File: src/rtl/serial_word_loader_pkg.sv
// ----------------------------------------------------------------------------
// serial_word_loader_pkg
//   Shared definitions for the serial word loader: FSM state encoding and
//   small width helpers used by the top level and the gap timer.
// ----------------------------------------------------------------------------
package serial_word_loader_pkg;

    // 2-bit FSM state encoding.
    typedef enum logic [1:0] {
        ST_IDLE  = 2'b00,
        ST_SHIFT = 2'b01,
        ST_LOAD  = 2'b10,
        ST_ERR   = 2'b11
    } state_t;

    // Counter width able to hold 0..n without wrapping.
    function automatic int cnt_width(input int n);
        return $clog2(n) + 1;
    endfunction

endpackage : serial_word_loader_pkg

File: src/rtl/serial_word_loader_gap_timer.sv
// ----------------------------------------------------------------------------
// serial_word_loader_gap_timer
//   Counts idle cycles between serial bits. The count is cleared by 'clear',
//   advances on 'incr' and saturates at Timeout-1, where 'tc' is raised.
//   With Timeout = 0 the timer is removed and 'tc' is tied low.
//   State updates on the falling edge of Clk.
//
// Ports
//   Clk    in  clock (falling-edge active)
//   Reset  in  asynchronous, active-high reset
//   clear  in  clear the count (priority over incr)
//   incr   in  count one idle cycle
//   tc     out count has reached Timeout-1
// ----------------------------------------------------------------------------
module serial_word_loader_gap_timer
    import serial_word_loader_pkg::*;
#(
    parameter int Timeout = 4
) (
    input  logic Clk,
    input  logic Reset,
    input  logic clear,
    input  logic incr,
    output logic tc
);

    localparam int CntW = cnt_width(Timeout);

    generate
        if (Timeout == 0) begin : g_disabled
            assign tc = 1'b0;
        end else begin : g_enabled
            localparam logic [CntW-1:0] TcVal = CntW'(Timeout - 1);

            logic [CntW-1:0] count;

            // Saturating at the terminal value keeps the counter from wrapping
            // even if the FSM were to sit in SHIFT past the terminal count.
            always_ff @(negedge Clk or posedge Reset) begin
                if (Reset) begin
                    count <= '0;
                end else if (clear) begin
                    count <= '0;
                end else if (incr && (count != TcVal)) begin
                    count <= count + CntW'(1);
                end
            end

            assign tc = (count == TcVal);
        end
    endgenerate

endmodule : serial_word_loader_gap_timer

File: src/rtl/serial_word_loader.sv
// ----------------------------------------------------------------------------
// serial_word_loader
//   Assembles a DataWidth-bit word from a qualified serial bit stream and
//   presents it on DOut with a one-cycle active-low LD strobe, so the
//   downstream load-enabled register captures it on the next falling edge.
//   A stalled frame (too many idle cycles between bits) is aborted with a
//   one-cycle Err pulse; DOut and LD are left untouched in that case.
//   All state updates on the falling edge of Clk.
//
// Ports
//   Clk     in   clock (falling-edge active)
//   Reset   in   asynchronous, active-high reset
//   Start   in   begin a frame; sampled only in IDLE
//   SIn     in   serial data bit
//   SValid  in   SIn qualifier; sampled only in SHIFT
//   LD      out  load strobe to downstream register, active low, one cycle
//   DOut    out  assembled word, drives downstream DIn
//   Busy    out  high whenever the FSM is not in IDLE
//   Done    out  one-cycle pulse coincident with LD low
//   Err     out  one-cycle pulse on timeout abort
// ----------------------------------------------------------------------------
module serial_word_loader
    import serial_word_loader_pkg::*;
#(
    parameter int DataWidth = 8,
    parameter bit MsbFirst  = 1'b1,
    parameter int Timeout   = 4
) (
    input  logic                 Clk,
    input  logic                 Reset,
    input  logic                 Start,
    input  logic                 SIn,
    input  logic                 SValid,
    output logic                 LD,
    output logic [DataWidth-1:0] DOut,
    output logic                 Busy,
    output logic                 Done,
    output logic                 Err
);

    localparam int BitCntW = cnt_width(DataWidth);
    localparam logic [BitCntW-1:0] LastBit = BitCntW'(DataWidth - 1);

    state_t               state;
    state_t               state_next;
    logic [DataWidth-1:0] shreg;
    logic [DataWidth-1:0] shreg_shifted;
    logic [BitCntW-1:0]   bit_cnt;
    logic                 frame_start;
    logic                 take_bit;
    logic                 last_bit;
    logic                 gap_idle;
    logic                 gap_tc;

    assign frame_start = (state == ST_IDLE) && Start;
    assign take_bit    = (state == ST_SHIFT) && SValid;
    assign last_bit    = take_bit && (bit_cnt == LastBit);
    assign gap_idle    = (state == ST_SHIFT) && !SValid;

    // Shift register contents once the current bit is taken in.
    always_comb begin
        if (MsbFirst) begin
            shreg_shifted = {shreg[DataWidth-2:0], SIn};
        end else begin
            shreg_shifted = {SIn, shreg[DataWidth-1:1]};
        end
    end

    // ------------------------------------------------------------------
    // FSM: state register
    // ------------------------------------------------------------------
    // NOTE: sequential state uses non-blocking (<=) so every register samples
    // the pre-edge values of the others, independent of block ordering.
    always_ff @(negedge Clk or posedge Reset) begin
        if (Reset) begin
            state <= ST_IDLE;
        end else begin
            state <= state_next;
        end
    end

    // ------------------------------------------------------------------
    // FSM: next-state logic
    // ------------------------------------------------------------------
    // NOTE: assigning a default before the case guarantees every path drives
    // state_next, so no latch is inferred.
    always_comb begin
        state_next = state;
        unique case (state)
            ST_IDLE: begin
                if (Start) begin
                    state_next = ST_SHIFT;
                end
            end
            ST_SHIFT: begin
                if (SValid) begin
                    if (bit_cnt == LastBit) begin
                        state_next = ST_LOAD;
                    end
                end else if (gap_tc) begin
                    state_next = ST_ERR;
                end
            end
            ST_LOAD:  state_next = ST_IDLE;
            ST_ERR:   state_next = ST_IDLE;
            default:  state_next = ST_IDLE;
        endcase
    end

    // ------------------------------------------------------------------
    // FSM: Moore output decode (outputs depend on the state register only)
    // ------------------------------------------------------------------
    always_comb begin
        LD   = 1'b1;
        Done = 1'b0;
        Err  = 1'b0;
        Busy = (state != ST_IDLE);
        unique case (state)
            ST_LOAD: begin
                LD   = 1'b0;
                Done = 1'b1;
            end
            ST_ERR: begin
                Err  = 1'b1;
            end
            default: ;
        endcase
    end

    // ------------------------------------------------------------------
    // Datapath: shift register and bit counter
    // ------------------------------------------------------------------
    always_ff @(negedge Clk or posedge Reset) begin
        if (Reset) begin
            shreg   <= '0;
            bit_cnt <= '0;
        end else if (frame_start) begin
            shreg   <= '0;
            bit_cnt <= '0;
        end else if (take_bit) begin
            shreg   <= shreg_shifted;
            bit_cnt <= bit_cnt + BitCntW'(1);
        end
    end

    // DOut only moves when the last bit arrives (i.e. on LOAD entry), so the
    // downstream register sees a stable word through ERR and IDLE.
    always_ff @(negedge Clk or posedge Reset) begin
        if (Reset) begin
            DOut <= '0;
        end else if (last_bit) begin
            DOut <= shreg_shifted;
        end
    end

    // ------------------------------------------------------------------
    // Inter-bit gap timer: restarted on frame start and on every bit.
    // ------------------------------------------------------------------
    serial_word_loader_gap_timer #(
        .Timeout (Timeout)
    ) u_gap_timer (
        .Clk   (Clk),
        .Reset (Reset),
        .clear (frame_start || take_bit),
        .incr  (gap_idle),
        .tc    (gap_tc)
    );

endmodule : serial_word_loader

File: config.mk
export PLATFORM = sky130hd
export DESIGN_NAME = serial_word_loader
export DESIGN_NICKNAME = d
export VERILOG_FILES = /design/src/rtl/serial_word_loader_pkg.sv /design/src/rtl/serial_word_loader_gap_timer.sv /design/src/rtl/serial_word_loader.sv
export SDC_FILE = /design/constraint.sdc
export NUM_CORES = 1
export LEC_CHECK = 0
export CORE_MARGIN = 5
export CORE_UTILIZATION = 40
export CTS_CLUSTER_SIZE = 14
export DETAILED_ROUTE_END_ITERATION = 7
export PLACE_DENSITY = 0.71
export SLEW_MARGIN = 25
export SYNTH_ARGS = -nofsm -noshare
export SYNTH_HDL_FRONTEND = slang
export SYNTH_SLANG_ARGS = --single-unit
File: constraint.sdc
create_clock -name Clk -period 1.8 [get_ports Clk]
set_input_delay 0.18 -clock Clk [delete_from_list [all_inputs] [get_ports Clk]]
set_output_delay 0.18 -clock Clk [all_outputs]
set_load 0.02 [all_outputs]
Word level (Yosys, flattened, before mapping):

Cells that the tools add are included.

* register bits after elaboration: 24
* bits of input ports: 5
* word-level logic and storage cells: 43

* add/subtract/negate cells: 2
* equal/unequal tests: 9
* muxes and demuxes: 14
* reduce and logical (&&, ||, !) cells: 13

Operators by type and width (number)
* $mux W7: 2
* $mux W2: 4
* $mux W4: 2
* $mux W3: 2
* $ne A3 B2 Y1 const B: 2
* $pmux W2 S3: 1
* $reduce_bool A2 Y1: 3
* $logic_and A1 B1 Y1: 5
* $add A4 B1 Y4 const B: 1
* $eq A2 B2 Y1 const B: 2
* $eq A4 B3 Y1 const B: 1
* $add A3 B1 Y3 const B: 1
* $eq A3 B2 Y1 const B: 1
* $mux W1: 3
* $ne A3 B3 Y1 const B: 1
* $reduce_and A3 Y1: 1
* $eq A2 B1 Y1 const B: 1
* $logic_not A2 Y1: 1
* $ne A2 B2 Y1 const B: 1
* $reduce_or A2 Y1: 1
* $logic_not A1 Y1: 1
* $logic_or A1 B1 Y1: 1

Logic depth before layout (Yosys ltp):

* depth after elaboration: 5
* depth in mapped cells: 5

Modules after synthesis:

A second synthesis with hierarchy kept.

* cell total of the unflattened synthesis: 84
* area, all modules: 1083.5 µm²

Modules (own cells, without submodules)
* serial_word_loader: instances 1, cells an instance 68, area an instance 902.1 µm², sequential area each 525.5 µm²
* serial_word_loader_gap_timer: instances 1, cells an instance 16, area an instance 181.4 µm², sequential area each 75.1 µm²

==> impl_results.md <==
* Initial Util at around 43%
* Max_cap viols at 0
* Dominant synthesized flop cell: dfrtn_1
* Post-synth top area cell: dfrtn_1
* Hold_buf cts at 0
* Worst path most repeated cell: buf_6
* Worst setup margin at -0.447 ns
* Setup TNS at -3.30 ns
* Routed vias/inst at 4.97
* Leak pwr at around 0.00075 uW
* Detailed Routing Iterations Pass 1 at 4
* Post-Synth Simple-Gate Area at 13.5%
* Pwr dens at roughly 1600 nW/um^2
* CTS Buf Count at 3
* Fill count at approximately 210
* FF-to-FF path depth at 7
* Worst-margin pin slew at around 0.22 ns
* Final hold violation count at 0
* Syn Area/Cell at about 12 sq um
* Crit-path cells: buf_6, or2_4, buf_6
* Wirelength, routed at 1.94 mm
* Post-route ant nets at 0
* Placed cell area at 1370 sq um
* Reg-to-Reg Start: state[1]$_DFFE_NP0P_
* Nets@finish at about 130
* Async S/R FF share, synth at between 90% and 100%
* Seq cells post-synth at 24
* Via count at around 770
* Gr ovfl total at 0
* CTS Sinks at 24
* Diodes inserted at 0
* Die width at between 60 and 70 um
* WHS at ~0.46 ns
* Number of global-route vias before repair at 771
* Worst IR Drop VDD at roughly 1.1 mV
* Row cnt at 18
* CTS tree: yes
* Status: finished with violations
* Initial DRC Count at 5
* Cell area after synthesis at approximately 1100 sq um
* Final cell count without fillers at around 160
* Placeable Area at 2520 sq um
* Req. time, crit path at approximately 1.6 ns
* Cell depth of the worst setup path at 3
* Setup CP Type: flip-flop to output port
* Startpoint Class: flip-flop
* Initial antenna violation count at 0
* H-tree Lvls at 1
* Synth top cells by count: 24 x dfrtn_1, 11 x nor2_1, 9 x mux2i_1
* Root buffer cell: clkbuf_4
* Final Cell Area at about 1500 sq um
* Mapped Nets at approximately 100
* Post-synthesis sequential area ratio at between 50% and 60%
* Placer Congestion at 0.737
* DRC violations left at 0
* CP endpoint: Busy
* Top cells by area, synth: dfrtn_1 56%, mux2i_1 8.4%, mux2_2 8.4%, nor2_1 3.8%, ha_1 3.5%
* RSZ-0062 raised after global routing: yes
* Worst Path Buf+Inv at 2
* Reg2reg setup slack at 0.09 ns
* Largest family of logic cells by synthesized area: multiplexers
* Area Growth Syn to Fin at 40.0%
* Number of I/O pins at 17
* Die Span Y at 61.8 um
* Clock-pin slew on the worst setup and hold paths at around 0.090 ns
* Share of layout cells above drive strength 1 at between 30% and 40%
* Crit path max-delay family: flip-flops
* Critical Path Start: state[1]$_DFFE_NP0P_
* Synth Warn # at 0
* Top-count cell post-synth: dfrtn_1
* Slew margin rel. at between 80% and 90%
* Largest net degree at the start of global routing at 25
* Crit path arrival time at about 2.1 ns
* Slowest-stage cell, CP: dfrtn_1
* Critical Path Fanout Max at 3
* Number of synthesized flops with an enable pin at 0
* Fin. max-slew vios at 0
* Adder-Cell Fraction of Synth Area at 3.50%
* First-pass GRT wire length at roughly 3.4 mm
* WL/cell at approximately 13 um
* Skew-Pair Late Insertion Delay at 0.31 ns
* Slowest stage delay, CP at between 0.3 and 0.4 ns
* Cell count after synthesis at 90
* IO buf count at 16
* Cell variety after synth at 25
* Maximum buffer depth of the clock tree at 2
* Final setup viols at 26
* Detailed Place HPWL at around 1.4 mm
* Post-synthesis mux area share at 16.8%
* Synth Area in XOR/XNOR at less than 1%
* Synth Area in Compound Gates at under 10%
* Total GRT Usage at between 10% and 20%
* Worst reg2reg endpoint: u_gap_timer.g_enabled.count[1]$_DFFE_NP0P_
* CP endpoint kind: output port
* Die ar. at about 3800 sq um
* Worst min-delay path category: flip-flop to flip-flop
* Placed Cells at approximately 150
* Failing checks: setup timing
* Top cell type's share of synthesized area at between 50% and 60%
* Worst Skew at ~0.0028 ns
[stage by stage]
step | worst slack, ns | power (uW) | utilization, %
after floorplan | -0.166 | 1560 | -
after global placement | -0.735 | 1880 | 54.1
after detailed placement | -0.753 | 1920 | 54.1
after CTS | -0.439 | 2400 | 58.9
after global routing | -0.492 | 2550 | 59.6
final | -0.447 | 2380 | 59.6
[logic make-up (layout without fill, tap and decap cells)]
kind of cell	count (synthesis)	count (layout)
buffers and inverters	8	43
XOR/XNOR	1	1
multiplexers	17	17
flip-flops	24	24
AND/OR/NAND/NOR	26	26
AO/OA/AOI/OAI	11	11
adder cells (fa/ha/maj)	3	3
[what timing repair did]
action | in CTS | in global routing
buffers inserted | 5 | 2
setup endpoints to repair | 36 | 33
pin swaps | 1 | 1
resized for setup | 78 | 2
[power breakdown]
part | internal [uW] | switching [uW]
combinational | 584 | 473
clock | 225 | 158
sequential | 781 | 161
[cell type report]
type | instances | area (sq um) | share of cell area (%)
sequential | 24 | 601 | 40.0
multi-input combinational | 58 | 449 | 29.9
timing repair buffer | 34 | 344 | 22.9
tap | 30 | 37.5 | 2.50
clock inverter | 1 | 30.0 | 2.00
clock buffer | 3 | 22.5 | 1.50
inverter | 5 | 18.8 | 1.25
[worst min path at each step]
stage / from / to / cells past startpoint
6_report: shreg[6]$_DFFE_NP0N_ / DOut[7]$_DFFE_NP0P_ / 1
5_1_grt: shreg[1]$_DFFE_NP0N_ / DOut[2]$_DFFE_NP0P_ / 1
4_1_cts: shreg[6]$_DFFE_NP0N_ / DOut[7]$_DFFE_NP0P_ / 1
3_5_place_dp: DOut[4]$_DFFE_NP0P_ / DOut[4]$_DFFE_NP0P_ / 1
3_3_place_gp: shreg[6]$_DFFE_NP0N_ / DOut[7]$_DFFE_NP0P_ / 1
2_1_floorplan: state[1]$_DFFE_NP0P_ / state[0]$_DFFE_NP0P_ / 1
[placed cells by master, fill, tap and decap left out, types with 2 or more instances in the layout]
cell,n
dfrtn_1,24
buf_6,15
buf_4,14
nor2_1,11
mux2i_1,9
mux2_2,7
o21ai_0,5
a21oi_1,5
inv_1,4
ha_1,3
clkbuf_4,3
clkdlybuf4s50_1,3
or3_1,2
or4_1,2
buf_12,2
[routing by layer]
layer  wire length [um]  share of wire [%]  GRT usage (%)  up-vias
met5                  0                  0              0        -
met4                 25                1.3           3.94        0
met3                120                6.2           2.69        2
met2                870                 45           19.9       21
met1                927                 48           15.5      365
li1                   -                  -              -      383
[flip-flops by register name, indices dropped and copies added, names as in the netlist]
name                         count
bit_cnt                          4
shreg                            7
state                            2
u_gap_timer.g_enabled.count      3
DOut                             8
(Power assumes the default switching activity.)
